### config.mk
export PLATFORM = sky130hd
export DESIGN_NAME = fir_decimator
export DESIGN_NICKNAME = d
export VERILOG_FILES = /design/src/rtl/fir_decimator.sv
export SDC_FILE = /design/constraint.sdc
export NUM_CORES = 1
export LEC_CHECK = 0
export ABC_AREA = 1
export BUFFER_PORTS_ARGS = -buffer_cell sky130_fd_sc_hd__buf_2
export CORE_MARGIN = 2
export CORE_UTILIZATION = 50
export DETAILED_ROUTE_END_ITERATION = 8
export PLACE_DENSITY = 0.68
export SETUP_SLACK_MARGIN = 0.02
export SLEW_MARGIN = 25
export SYNTH_ARGS = -nofsm -noshare
export SYNTH_HDL_FRONTEND = slang
export SYNTH_SLANG_ARGS = --single-unit
export TNS_END_PERCENT = 100
### constraint.sdc
create_clock -name Clk -period 6.7 [get_ports Clk]
set_input_delay 1.34 -clock Clk [delete_from_list [all_inputs] [get_ports Clk]]
set_output_delay 1.34 -clock Clk [all_outputs]
set_load 0.02 [all_outputs]
### src/rtl/fir_decimator.sv
// Decimator behind a FIR filter: drops FILL warm-up samples, keeps one sample per (D+1)
// cycles and buffers the kept samples in a first-word-fall-through FIFO with a sticky overflow.
module fir_decimator #(
    parameter int unsigned FILL  = 33,
    parameter int unsigned DEPTH = 8
) (
    input  logic        Clk,
    input  logic        Hlt,
    input  logic [11:0] Din,
    input  logic [3:0]  Decim,
    output logic [11:0] Dout,
    output logic        Dout_valid,
    input  logic        Dout_ready,
    output logic        Overflow,
    output logic [6:0]  Level
);

    localparam int unsigned AW = $clog2(DEPTH);
    localparam int unsigned CW = $clog2(FILL + 1);
    localparam logic [6:0]    DepthL   = 7'(DEPTH);
    localparam logic [CW-1:0] FillLast = CW'(FILL - 1);

    typedef enum logic {StWarmup, StRun} state_e;

    state_e          state_q;
    logic [CW-1:0]   warm_q;
    logic [3:0]      phase_q;
    logic [3:0]      d_q;
    logic [AW-1:0]   rd_q;
    logic [AW-1:0]   wr_q;
    logic [6:0]      level_q;
    logic            ovf_q;
    logic [11:0]     dout_q;
    logic [11:0]     mem_q [DEPTH];

    logic [3:0]      d_eff;
    logic            push;
    logic            pop;
    logic            full;
    logic            wr_en;
    logic [AW-1:0]   rd_nxt;

    always_comb begin
        // A new period takes its length from Decim sampled on its own phase-0 edge.
        d_eff  = (phase_q == '0) ? Decim : d_q;
        push   = (state_q == StRun) && (phase_q == '0);
        pop    = (level_q != '0) && Dout_ready;
        full   = (level_q == DepthL);
        wr_en  = push && (!full || pop);
        rd_nxt = rd_q + AW'(1);
    end

    always_ff @(posedge Clk) begin
        if (wr_en) begin
            mem_q[wr_q] <= Din;
        end
    end

    always_ff @(posedge Clk or posedge Hlt) begin
        if (Hlt) begin
            state_q <= StWarmup;
            warm_q  <= '0;
            phase_q <= '0;
            d_q     <= '0;
            rd_q    <= '0;
            wr_q    <= '0;
            level_q <= '0;
            ovf_q   <= 1'b0;
            dout_q  <= '0;
        end else begin
            unique case (state_q)
                StWarmup: begin
                    if (warm_q == FillLast) begin
                        state_q <= StRun;
                    end else begin
                        warm_q <= warm_q + CW'(1);
                    end
                end
                StRun: begin
                    phase_q <= (phase_q == d_eff) ? 4'd0 : phase_q + 4'd1;
                    if (phase_q == '0) begin
                        d_q <= Decim;
                    end
                end
                default: state_q <= StWarmup;
            endcase

            if (wr_en) begin
                wr_q <= wr_q + AW'(1);
            end
            if (pop) begin
                rd_q <= rd_nxt;
            end
            if (push && full && !pop) begin
                ovf_q <= 1'b1;
            end

            if (wr_en && !pop) begin
                level_q <= level_q + 7'd1;
            end else if (pop && !wr_en) begin
                level_q <= level_q - 7'd1;
            end

            // Keep the registered head in step with the FIFO; an incoming sample becomes
            // the head directly when the FIFO is (or is about to become) empty.
            if (pop && (level_q > 7'd1)) begin
                dout_q <= mem_q[rd_nxt];
            end else if (wr_en && ((level_q == '0) || ((level_q == 7'd1) && pop))) begin
                dout_q <= Din;
            end
        end
    end

    assign Dout       = dout_q;
    assign Dout_valid = (level_q != '0);
    assign Level      = level_q;
    assign Overflow   = ovf_q;

endmodule

==> metrics.yaml <==
dieArea_um2: 13760
dr.pass1.iters: 4
synth.area.top_cells: "edfxtp_1 (45%), nand2_1 (21%), dfrtp_1 (16%)"
ios: 40
post-cts-setup-buffers: 0
viasPerCell: 5.036
grt-ovfl-total: 0
worst_hold_path_type: "flop to flop"
ys_types: 32
synth_top_family_by_area: "simple AND/OR/NAND/NOR gates"
worstPathRequired_ns: 5.36
switching_power_uw: 676.8
relSlewSlack_pct: 35.20
power_density_nw_per_um2: 333.6
gp_congestion: 0.9146
clock_sinks: 137
seqPwrFrac_pct: 39.0
fin_skew_ns: 0.007960
rsz0062_at_grt: "false"
p_comb_share_pct: 18.2
design.core.area_um2: 12570
grt_usage_pct: 23.00
dpl.cell_count: 878
stdcell_count: 910
outcome: "finished, final reports clean"
avgRoutedWirePerCell_um: 15.85
worst_slew_pin_slew_ns: 0.9684
synth-seq-area-share_pct: 60.91
grt_pass1_vias: 4636
worstSetupPathType: "flop to output pin"
cts_resized: 0
nets: 754
finalHoldViolations: 0
cpMaxStageDelayCell: "dfrtp_1"
layout-drive-gt1-share_pct: 14.63
fin_area_um2: 7402
cp_cell_sequence: "inv_1 -> ha_1 -> nand2_2 -> nor2_4 -> inv_4 -> buf_2"
period_minus_slack_ns: 3.002
antenna_found_initial: 0
grt_pass1_wl_um: 22730
cp_max_fo: 7
die_h_um: 117.3
synth_compound_area_share_pct: 1.891
drt-initial-drc-count: 354
holdWs_ns: 0.5041
setup_viol: 0
swShare_pct: 27.41
clockBufferDepth: 2
cts_hold_buf: 0
die_w_um: 117.3
initial_core_util_pct: 51.06
hpwlAfterDp_um: 9799
wl_um: 14430
synth_seq_cells: 137
synth_top_area_share_pct: 44.92
slowest_delay_ns: 0.47
synth_area_per_cell_um2: 9.328
yosysTopAreaCell: "edfxtp_1"
drc: 0
vias: 4583
fmax_mhz: 333.1
area_delta_synth_final_pct: 15.34
placed_cell_area_um2: 6725
ys_warn_count: 0
tritoncts: "done"
drv_cap: 0
antenna_cells: 0
cts_made_buffers: 17
p_leak_uw: 0.003479
peakVddDrop_uv: 152.2
fin_crit_sh_pct: 44.81
start_kind: "flop"
synthAdderAreaFrac_pct: 1.950
fin_setup_tns_ns: 0
synthSimpleGateAreaFrac_pct: 28.08
clkTransAtPathRegs_ns: 0.06
h-tree-depth: 4
clkPwrFrac_pct: 42.8
ant_nets: 0
rows: 41
critPathArrivalTime_ns: 1.66
end_kind: "output pin"
synth-xor-area-share_pct: 2.184
clockRootBuffer: "clkbuf_16"
intPower_uw: 1792
synthMuxAreaShare_pct: 0
grt_max_degree: 52
worst-r2r-setup-slack_ns: 3.89
drv_slew: 0
port_buffers: 39
syn_area_um2: 6417
clkLatencyLatePin_ns: 0.41
fillerInstances: 1095
cp_num_buf_inv: 3
syn_inst: 688
syn_nets: 717
path_delay_family: "flip-flops"
==> cells in the final DEF (no fill, tap or decap), types with 4 or more instances in the layout <==
cell type	n
clkbuf_16	17
xor2_1	13
o21ai_0	12
nand2_1	354
buf_2	39
inv_1	39
dfrtp_1	41
nor2_1	13
ha_1	10
nor3_2	4
inv_2	4
nand2_2	15
nor2_4	4
nand3_1	31
a21oi_1	6
bufinv_16	6
buf_4	4
edfxtp_1	96
==> per-stage QoR <==
stage | total power, µW | utilization [%] | setup slack [ns]
floorplan | 1319 | - | 3.486
global placement | 1421 | 53.51 | 3.446
detailed placement | 1431 | 53.51 | 3.373
CTS | 2489 | 58.89 | 3.671
global route | 2590 | 58.89 | 3.598
finish | 2469 | 58.89 | 3.698
==> power groups by stage <==
| stage | registers [µW] | clock network (µW) | logic, µW |
|---|---|---|---|
| floorplan | 995 | 0 | 324 |
| global placement | 978 | 0 | 443 |
| detailed placement | 979 | 0 | 452 |
| CTS | 963 | 1070 | 454 |
| global route | 966 | 1110 | 517 |
| finish | 963 | 1060 | 450 |
==> synthesized netlist by cell type (all sizes together) <==
cell type / count
a21oi: 6
buf: 18
clkbuf: 7
dfrtp: 41
edfxtp: 96
ha: 10
inv: 44
nand2: 370
nand3: 34
nand3b: 1
nand4: 3
nor2: 18
nor3: 7
o211ai: 1
o21ai: 13
o21bai: 2
or2: 1
xnor2: 3
xor2: 13
==> metal layers <==
layer	GRT usage [%]	wire (µm)	vias to the layer above
met4	11.76	472	0
met3	6.179	647	35
met1	26.28	5662	2170
li1	-	-	2265
met2	39.69	7645	113
met5	0	0	-
==> logic make-up after synthesis <==
family	Yosys count
AO/OA/AOI/OAI	22
XOR/XNOR	16
adder cells (fa/ha/maj)	10
buffers and inverters	69
flip-flops	137
AND/OR/NAND/NOR	434
==> cell type report <==
cell class	count	area, µm²	area share (%)
clock buffer	21	460.4	6.220
clock inverter	11	216.5	2.924
inverter	44	167.7	2.265
multi-input combinational	482	2208	29.83
sequential	137	3909	52.81
tap	172	215.2	2.907
timing repair buffer	43	225.2	3.043
==> worst paths after layout <==
| path | cells past startpoint | to | startpoint |
|---|---|---|---|
| max | 6 | Dout_valid | Level[0] |
| min | 2 | Dout[9] | Dout[9] |
| max reg2reg | 7 | mem_q[2][4] | phase_q[0] |
| max in group asynchronous | 3 | wr_q[2] | Hlt |
| min in group asynchronous | 3 | phase_q[3] | Hlt |
| min reg2reg | 2 | Dout[9] | Dout[9] |
==> state kept, by name, indices dropped and copies added (netlist names) <==
signal and cells:
mem_q 96, Dout 12, Level 7, warm_q 6, d_q 4, phase_q 4, rd_q 3, wr_q 3
Overflow 1, state_q 1
==> worst reg2reg max path, stage by stage (launching register included) <==
cell and delay [ns]:
dfrtp_1 0.44, inv_1 0.11, ha_1 0.40, nand3_4 0.17
inv_2 0.12, nand2_2 0.07, or2_2 0.36, nor2_1 0.76
Note: power is estimated with default switching activity, not from simulation.
